<file path="src/rtl/fp_div_seq.sv">
// Sequential IEEE754 single-precision divider (A / B), one quotient bit per clock
// by restoring division; truncating, denormals flushed to zero, start/busy/done handshake.
module fp_div_seq (
    input  logic        CLK,
    input  logic        RST,
    input  logic        start,
    input  logic [31:0] A,
    input  logic [31:0] B,
    output logic [31:0] result,
    output logic        overflow,
    output logic        underflow,
    output logic        div_by_zero,
    output logic        busy,
    output logic        done
);

    typedef enum logic [1:0] {IDLE, SPEC, CALC, NORM} state_t;

    state_t      state_q, state_d;
    logic [30:0] a_q, a_d;
    logic [30:0] b_q, b_d;
    logic        sign_q, sign_d;
    logic [24:0] rem_q, rem_d;
    logic [23:0] dvs_q, dvs_d;
    logic [24:0] quo_q, quo_d;
    logic [9:0]  exp_q, exp_d;
    logic [4:0]  cnt_q, cnt_d;
    logic [31:0] result_q, result_d;
    logic        ovf_q, ovf_d;
    logic        unf_q, unf_d;
    logic        dz_q, dz_d;
    logic        done_q, done_d;

    // Operand classification on the live inputs (launch decision) and captured copies (SPEC).
    logic in_special;
    logic a_zero, a_inf, a_nan, b_zero, b_inf, b_nan;

    assign in_special = (A[30:23] == 8'h00) || (A[30:23] == 8'hFF) ||
                        (B[30:23] == 8'h00) || (B[30:23] == 8'hFF);

    assign a_zero = (a_q[30:23] == 8'h00);
    assign a_inf  = (a_q[30:23] == 8'hFF) && (a_q[22:0] == 23'd0);
    assign a_nan  = (a_q[30:23] == 8'hFF) && (a_q[22:0] != 23'd0);
    assign b_zero = (b_q[30:23] == 8'h00);
    assign b_inf  = (b_q[30:23] == 8'hFF) && (b_q[22:0] == 23'd0);
    assign b_nan  = (b_q[30:23] == 8'hFF) && (b_q[22:0] != 23'd0);

    logic [24:0] rem_diff;
    logic [9:0]  t_exp;
    logic [22:0] frac;

    always_comb begin
        state_d  = state_q;
        a_d      = a_q;
        b_d      = b_q;
        sign_d   = sign_q;
        rem_d    = rem_q;
        dvs_d    = dvs_q;
        quo_d    = quo_q;
        exp_d    = exp_q;
        cnt_d    = cnt_q;
        result_d = result_q;
        ovf_d    = ovf_q;
        unf_d    = unf_q;
        dz_d     = dz_q;
        done_d   = 1'b0;
        rem_diff = rem_q - {1'b0, dvs_q};
        t_exp    = 10'd0;
        frac     = 23'd0;

        case (state_q)
            IDLE: begin
                if (start) begin
                    a_d    = A[30:0];
                    b_d    = B[30:0];
                    sign_d = A[31] ^ B[31];
                    rem_d  = {2'b01, A[22:0]};
                    dvs_d  = {1'b1, B[22:0]};
                    quo_d  = 25'd0;
                    exp_d  = {2'b00, A[30:23]} - {2'b00, B[30:23]};
                    if (in_special) begin
                        state_d = SPEC;
                    end else begin
                        state_d = CALC;
                        cnt_d   = 5'd25;
                    end
                end
            end

            CALC: begin
                // Bit 24 of the partial remainder is only ever set when R >= D,
                // so dropping it on the shift loses nothing.
                if (rem_q >= {1'b0, dvs_q}) begin
                    rem_d = {rem_diff[23:0], 1'b0};
                    quo_d = {quo_q[23:0], 1'b1};
                end else begin
                    rem_d = {rem_q[23:0], 1'b0};
                    quo_d = {quo_q[23:0], 1'b0};
                end
                cnt_d = cnt_q - 5'd1;
                if (cnt_d == 5'd0) begin
                    state_d = NORM;
                end
            end

            NORM: begin
                if (quo_q[24]) begin
                    frac  = quo_q[23:1];
                    t_exp = exp_q + 10'd127;
                end else begin
                    frac  = quo_q[22:0];
                    t_exp = exp_q + 10'd126;
                end
                ovf_d = 1'b0;
                unf_d = 1'b0;
                dz_d  = 1'b0;
                if (!t_exp[9] && (t_exp[8:0] >= 9'd255)) begin
                    result_d = {sign_q, 8'hFF, 23'd0};
                    ovf_d    = 1'b1;
                end else if (t_exp[9] || (t_exp == 10'd0)) begin
                    result_d = {sign_q, 31'd0};
                    unf_d    = 1'b1;
                end else begin
                    result_d = {sign_q, t_exp[7:0], frac};
                end
                done_d  = 1'b1;
                state_d = IDLE;
            end

            SPEC: begin
                ovf_d = 1'b0;
                unf_d = 1'b0;
                dz_d  = 1'b0;
                if (a_nan || b_nan || (a_zero && b_zero) || (a_inf && b_inf)) begin
                    result_d = 32'h7FC0_0000;
                end else if (a_inf) begin
                    result_d = {sign_q, 8'hFF, 23'd0};
                end else if (b_zero) begin
                    result_d = {sign_q, 8'hFF, 23'd0};
                    dz_d     = 1'b1;
                end else begin
                    // Only A==0 or B==inf can remain here.
                    result_d = {sign_q, 31'd0};
                end
                done_d  = 1'b1;
                state_d = IDLE;
            end

            default: begin
                state_d = IDLE;
            end
        endcase
    end

    always_ff @(posedge CLK or negedge RST) begin
        if (!RST) begin
            state_q  <= IDLE;
            a_q      <= 31'd0;
            b_q      <= 31'd0;
            sign_q   <= 1'b0;
            rem_q    <= 25'd0;
            dvs_q    <= 24'd0;
            quo_q    <= 25'd0;
            exp_q    <= 10'd0;
            cnt_q    <= 5'd0;
            result_q <= 32'd0;
            ovf_q    <= 1'b0;
            unf_q    <= 1'b0;
            dz_q     <= 1'b0;
            done_q   <= 1'b0;
        end else begin
            state_q  <= state_d;
            a_q      <= a_d;
            b_q      <= b_d;
            sign_q   <= sign_d;
            rem_q    <= rem_d;
            dvs_q    <= dvs_d;
            quo_q    <= quo_d;
            exp_q    <= exp_d;
            cnt_q    <= cnt_d;
            result_q <= result_d;
            ovf_q    <= ovf_d;
            unf_q    <= unf_d;
            dz_q     <= dz_d;
            done_q   <= done_d;
        end
    end

    assign result      = result_q;
    assign overflow    = ovf_q;
    assign underflow   = unf_q;
    assign div_by_zero = dz_q;
    assign busy        = (state_q != IDLE);
    assign done        = done_q;

endmodule

</file>
<file path="config.mk">
export PLATFORM = sky130hd
export DESIGN_NAME = fp_div_seq
export DESIGN_NICKNAME = d
export VERILOG_FILES = /design/src/rtl/fp_div_seq.sv
export SDC_FILE = /design/constraint.sdc
export NUM_CORES = 1
export LEC_CHECK = 0
export CAP_MARGIN = 20
export CORE_UTILIZATION = 51
export CTS_BUF_LIST = sky130_fd_sc_hd__clkbuf_4 sky130_fd_sc_hd__clkbuf_8
export DETAILED_ROUTE_END_ITERATION = 16
export PLACE_DENSITY = 0.81
export SLEW_MARGIN = 40
export SYNTH_ARGS = -nofsm -noshare
export SYNTH_HDL_FRONTEND = slang
export SYNTH_SLANG_ARGS = --single-unit
</file>
<file path="constraint.sdc">
create_clock -name CLK -period 3.8 [get_ports CLK]
set_clock_uncertainty 0.2 [all_clocks]
set_input_delay 0.57 -clock CLK [delete_from_list [all_inputs] [get_ports CLK]]
set_output_delay 0.57 -clock CLK [all_outputs]
set_load 0.01 [all_outputs]
</file>
==> results.cfg, run 1 <==
[routing]
drt-initial-drc-count = 423
dr_total_vias = 7400
drt_pass1_iterations = 6
drcViolationCount = 0
wl_per_cell_um = 15.91
ant_nets = 0
viasPerCell = 5.560
wl_um = 21170

[yosys]
netlist_area_mm2 = 0.008989
synthDistinctLibCells = 62
avgSynthCellArea_um2 = 8.935
ys_ff_latch = 166
netlist_top_cells_area = dfrtp_1 46%, nand2_1 10%, ha_1 5.2%, mux2i_1 4.7%, o21ai_0 4.6%
ys_seq_area_frac = 0.4621
synth_ff_type = dfrtp_1
synthArstFlopShare = 1.000
synth-edff-count = 0
synth_top_cell_by_area = dfrtp_1
yosys_warnings = 0
synthCells = 1006
syn-num-nets = 1112
synth_top_area_share = 0.4621

[power]
power_frac_comb = 0.544
p_total_uw = 9996
p_seq_frac = 0.323
power.switching_uw = 4297
power.density_mw_per_mm2 = 939.6
power_frac_clock = 0.133
p_int_uw = 5699
swShare = 0.4299
ir_drop_v = 0.0006718
leakagePower_uw = 0.004763

[layout]
final_cell_mix = 240 x nand2_1, 166 x dfrtp_1, 102 x clkdlybuf4s50_1
synthToLayoutAreaGrowth_pct = 18.36
fillCellCount = 1460
drive_gt1_frac = 0.05515
regArea_mm2 = 0.004154
multi_input_area_mm2 = 0.004317
post-route-cell-area_mm2 = 0.01064
antenna_cells = 0
final_common_cell = nand2_1
nets = 1199

[die]
fp-row-count = 48
die_y_um = 134.8
io_pins = 104
die_x_um = 134.8
die_area_mm2 = 0.01816
initial_utilization = 0.5215
core-area_mm2 = 0.01724

[cts]
clkSinkCount = 166
htree_levels = 4
post_cts_buffers = 0
cts_tree = yes
insertion_delay_ns = 0.46
cts_inserted_buffers = 17
root_buffer = clkbuf_8
clockBufferDepth = 2
path_clk_slew_ns = 0.09

[sta]
slew_violations = 0
slew_headroom = 0.4978
min_period_ns = 3.228
fmaxAchievable_mhz = 309.8
final-hold-violation-count = 0
setup_tns_ns = 0
post-route-period-util = 0.8495
worstMarginPinSlew_ns = 0.7532
rsz0062_at_grt = no
setup_viol = 0

[setup_path]
cp_cell_sequence = inv_1 -> ha_1 -> nor2b_1 -> o211ai_2 -> a21oi_2 -> o311ai_4 -> a21boi_2 -> o41ai_4 -> o31a_1 -> buf_12 -> mux2i_1 -> o211ai_1
startpoint_type = flop
path_depth = 12
r2r_slack_ns = 0.57
crit_path_end = rem_q[7]
endpoint_kind = flop
cp_data_required_time_ns = 3.92
r2r_start = b_q[1]
regToRegEndpoint = rem_q[7]
ff2ff_path_depth = 12
cpPeakStageDelay_ns = 0.46
path_buf_inv = 2
cp.arrival_ns = 3.35
crit_type = reg -> reg
path_max_fanout = 29
crit_family = compound AO/OA/AOI/OAI gates
critPathSlowestCell = o41ai_4
crit_start = b_q[1]

[placed_design]
globalplace.congestion = 0.9053
dpl_cell_area_mm2 = 0.01021
dp_hpwl_um = 15320
io_buffers = 103

[global_route]
grt_usage = 0.2472
antenna_found_initial = 0
grt_pass1_wl_um = 35360
grt-ovfl-total = 0
grt_pass1_vias = 7220
grt_max_degree = 102

[min_path]
min_path_type = reg -> reg
whs_path_depth = 2

[status]
outcome = completed

[job]
drv_cap = 0
cell families after synthesis:
family,count (synthesis),share of synthesized area
simple gates,383,0.1889
buf+inv,130,0.05888
xor+xnor,37,0.03605
fa+ha+maj,39,0.05596
flops,166,0.4621
mux,42,0.04677
compound gates,209,0.1513
final cells by class:
class / count / share of cell area
Clock buffer: 18 / 0.02329
Clock inverter: 14 / 0.01564
Inverter: 81 / 0.02858
Multi-Input combinational cell: 710 / 0.4057
Sequential cell: 166 / 0.3904
Tap cell: 225 / 0.02646
Timing Repair Buffer: 117 / 0.1098
per-stage QoR:
step / cells / setup slack [ns] / utilization / hold WS, ns
2_1_floorplan: 1006 / 0.8645 / - / 0.07441
3_3_place_gp: 1298 / 0.6767 / 0.5921 / 0.2381
3_5_place_dp: 1298 / 0.6000 / 0.5926 / 0.2467
4_1_cts: 1331 / 0.5847 / 0.6172 / 0.2690
5_1_grt: 1331 / 0.3396 / 0.6172 / 0.3005
6_report: 1331 / 0.5721 / 0.6172 / 0.2620
registers in the layout, indices dropped and copies added (netlist names), 2 cells and up:
name / flops
rem_q: 25
exp_q: 9
cnt_q: 5
quo_q: 25
state_q: 2
b_q: 31
a_q: 31
result: 32
per-layer routing:
metal / wire length [um] / track usage / vias to the layer above
li1: - / - / 3616
met1: 9337 / 0.3212 / 3526
met2: 10200 / 0.4066 / 215
met3: 963 / 0.04767 / 43
met4: 677 / 0.1011 / 0
met5: 0 / 0 / -
synthesized netlist by cell type, drive strengths merged (3+ instances only):
library cell and instances:
nand2 241, a21boi 7, o21ai 85, a31oi 6, inv 81, nand2b 8
xnor2 27, o221ai 9, a21o 12, nor2 31, or3 5, and2 3
xor2 10, a2111oi 3, ha 37, o211ai 19, dfrtp 166, nand3b 3
or2 3, or4 3, buf 11, nor2b 11, o31ai 5, nand3 19
mux2i 42, and3 3, o311ai 4, nor3 17, a21oi 19, nor4 18
nand4 14, o22ai 26, clkbuf 38
what timing repair did:
item,CTS,global route
hold buffers,1,0
endpoints found under the hold margin,99,0
resized for setup,0,0
how the worst min path moves through the flow:
stage	start	endpoint	slack, ns
after floorplan	RST	a_q[0]	0.07
after global placement	dvs_q[23]	dvs_q[23]	0.24
after detailed placement	dvs_q[23]	dvs_q[23]	0.25
after CTS	dvs_q[23]	dvs_q[23]	0.27
after global routing	dvs_q[23]	dvs_q[23]	0.30
final	dvs_q[23]	dvs_q[23]	0.26
power groups by stage:
stage | Clock, uW | Sequential (uW) | Combinational [uW]
detailed placement | 0 | 3250 | 5400
global route | 1420 | 3330 | 6080
floorplan | 0 | 3170 | 4020
finish | 1330 | 3220 | 5440
global placement | 0 | 3220 | 5240
CTS | 1350 | 3220 | 5430
worst register-to-register path, cell delays in order, from the launching register on:
cell and delay, ns:
dfrtp_1 0.42, inv_1 0.08, ha_1 0.30, nor2b_1 0.16
o211ai_2 0.18, a21oi_2 0.11, o311ai_4 0.26, a21boi_2 0.13
o41ai_4 0.47, o31a_1 0.23, buf_12 0.21, mux2i_1 0.25
o211ai_1 0.10
(Power assumes the default switching activity.)
==> inputs of run 2 (changes only) <==
--- a/config.mk
+++ b/config.mk
@@ -9,7 +9,7 @@
 export CORE_UTILIZATION = 51
 export CTS_BUF_LIST = sky130_fd_sc_hd__clkbuf_4 sky130_fd_sc_hd__clkbuf_8
 export DETAILED_ROUTE_END_ITERATION = 16
-export PLACE_DENSITY = 0.81
+export PLACE_DENSITY = 0.84
 export SLEW_MARGIN = 40
 export SYNTH_ARGS = -nofsm -noshare
 export SYNTH_HDL_FRONTEND = slang
==> constraint.sdc (replaced) <==
create_clock -name CLK -period 2.7 [get_ports CLK]
set_clock_uncertainty 0.2 [all_clocks]
set_input_delay 0.405 -clock CLK [delete_from_list [all_inputs] [get_ports CLK]]
set_output_delay 0.405 -clock CLK [all_outputs]
set_load 0.01 [all_outputs]
==> run 2 against run 1 <==
The run now ends with negative setup slack left. Worst hold slack lost 0.0039 ns. Die area stayed put. Utilization is 9.6 points higher. Count of clock-buffer cells in the layout grew 3. Sequential share of layout area fell by 5.2 points. Wire length rose by 21%. Critical path type unchanged.
==> results.cfg, run 2 (synthesis results as in run 1) <==
[power]
p_seq_frac = 0.269
power.density_mw_per_mm2 = 1405
ir_drop_v = 0.0009163
swShare = 0.4303
power.switching_uw = 7428
power_frac_comb = 0.635
p_int_uw = 9837
power_frac_clock = 0.096
p_total_uw = 17270
leakagePower_uw = 0.005504

[setup_path]
endpoint_kind = flop
startpoint_type = flop
cp_cell_sequence = inv_2 -> ha_4 -> a21o_1 -> a21oi_4 -> a21oi_2 -> o311ai_4 -> a21boi_2 -> o41ai_4 -> o31a_1 -> buf_6 -> mux2i_1 -> o211ai_1
crit_type = reg -> reg
critPathSlowestCell = dfrtp_1
cpPeakStageDelay_ns = 0.39
cp_data_required_time_ns = 2.83
path_buf_inv = 2
path_max_fanout = 5
crit_family = compound AO/OA/AOI/OAI gates
cp.arrival_ns = 3.14

[layout]
nets = 1321
final_util = 0.7128
largest_register_ffs = 32
post-route-cell-area_mm2 = 0.01229
final_common_cell = nand2_1
final_cell_mix = 234 x nand2_1, 166 x dfrtp_1, 122 x buf_4
synthToLayoutAreaGrowth_pct = 36.69
antenna_cells = 0
drive_gt1_frac = 0.2209

[routing]
drt_pass1_iterations = 5
ant_nets = 0
viasPerCell = 5.660
wl_um = 25710
dr_total_vias = 8219
drcViolationCount = 0
drt-initial-drc-count = 606
wl_per_cell_um = 17.71

[sta]
fmaxAchievable_mhz = 332.4
rsz0062_at_grt = yes
slew_headroom = 0.5179
setup_tns_ns = -7.263
final-hold-violation-count = 0
min_period_ns = 3.009
post-route-period-util = 1.114
slew_violations = 0
setup_viol = 56
worstMarginPinSlew_ns = 0.7232
fin_ws_ns = -0.3086

[status]
violations = negative setup slack
outcome = finished, violations left

[die]
core-area_mm2 = 0.01724
die_x_um = 134.8
fp-row-count = 48
io_pins = 104
die_area_mm2 = 0.01816
die_y_um = 134.8
initial_utilization = 0.5215

[placed_design]
pre_cts_ws_ns = -0.2883
dp_hpwl_um = 16310
io_buffers = 103
dpl_cell_area_mm2 = 0.01096
globalplace.congestion = 0.9323

[job]
drv_cap = 0

[cts]
path_clk_slew_ns = 0.09
root_buffer = clkbuf_8
cts_tree = yes
htree_levels = 4
clkSinkCount = 166
cts_inserted_buffers = 17
insertion_delay_ns = 0.47
clockBufferDepth = 2

[global_route]
antenna_found_initial = 0
grt-ovfl-total = 0
grt_usage = 0.2668
grt_max_degree = 105
grt_pass1_vias = 7820
grt_pass1_wl_um = 37760

[min_path]
min_path_type = in -> async
==> run 2: metal layers <==
metal / track usage / wire length [um]
met5: 0 / 0
met4: 0.09613 / 820
met3: 0.04054 / 1293
met2: 0.4668 / 13260
met1: 0.3348 / 10330
==> run 2: path summary, 6_finish.rpt <==
check / start / to / slack, ns / depth (start not counted)
worst max-delay path: b_q[4] / rem_q[16] / -0.31 / 12
worst min-delay path: RST / result[22] / 0.26 / 2
worst max register to register: b_q[4] / rem_q[16] / -0.31 / 12
worst min register to register: dvs_q[23] / dvs_q[23] / 0.27 / 2
max in group asynchronous: RST / rem_q[10] / 1.27 / 3
min in group CLK: dvs_q[23] / dvs_q[23] / 0.27 / 2
==> run 2: per-stage QoR <==
stage,instances,hold slack (ns)
2_1_floorplan,1006,-0.09059
3_3_place_gp,1391,0.2126
3_5_place_dp,1391,0.2123
4_1_cts,1435,0.2655
5_1_grt,1452,0.2840
6_report,1452,0.2581
==> run 2: worst reg2reg max path, cell delays in order (launching register included) <==
cell      delay [ns]
dfrtp_1         0.39
inv_2           0.08
ha_4            0.22
a21o_1          0.23
a21oi_4         0.14
a21oi_2         0.10
o311ai_4        0.25
a21boi_2        0.12
o41ai_4         0.26
o31a_1          0.34
buf_6           0.20
mux2i_1         0.24
o211ai_1        0.11
==> run 2: power by group through the flow <==
| stage | Clock (uW) | Combinational (uW) | Sequential, uW |
|---|---|---|---|
| after floorplan | 0 | 5710 | 4460 |
| after global placement | 0 | 8670 | 4490 |
| after detailed placement | 0 | 8910 | 4550 |
| after CTS | 1670 | 9680 | 4560 |
| after global routing | 1790 | 11800 | 4750 |
| final | 1660 | 11000 | 4650 |
==> run 2: final cells by class <==
cell class | instances | area (um2)
clock buffer | 21 | 282.8
clock inverter | 10 | 71.32
fill | 1227 | 4950
inverter | 81 | 304.0
multi-input combinational | 710 | 5019
sequential | 166 | 4154
tap | 225 | 281.5
timing repair buffer | 239 | 2175
==> run 2: what timing repair did <==
item	CTS	global route
setup buffers	12	15
gates cloned	1	3
setup endpoints to repair	55	56
hold endpoints to repair	57	0
hold buffers	1	0
pin swaps	15	34
resized for setup	50	74
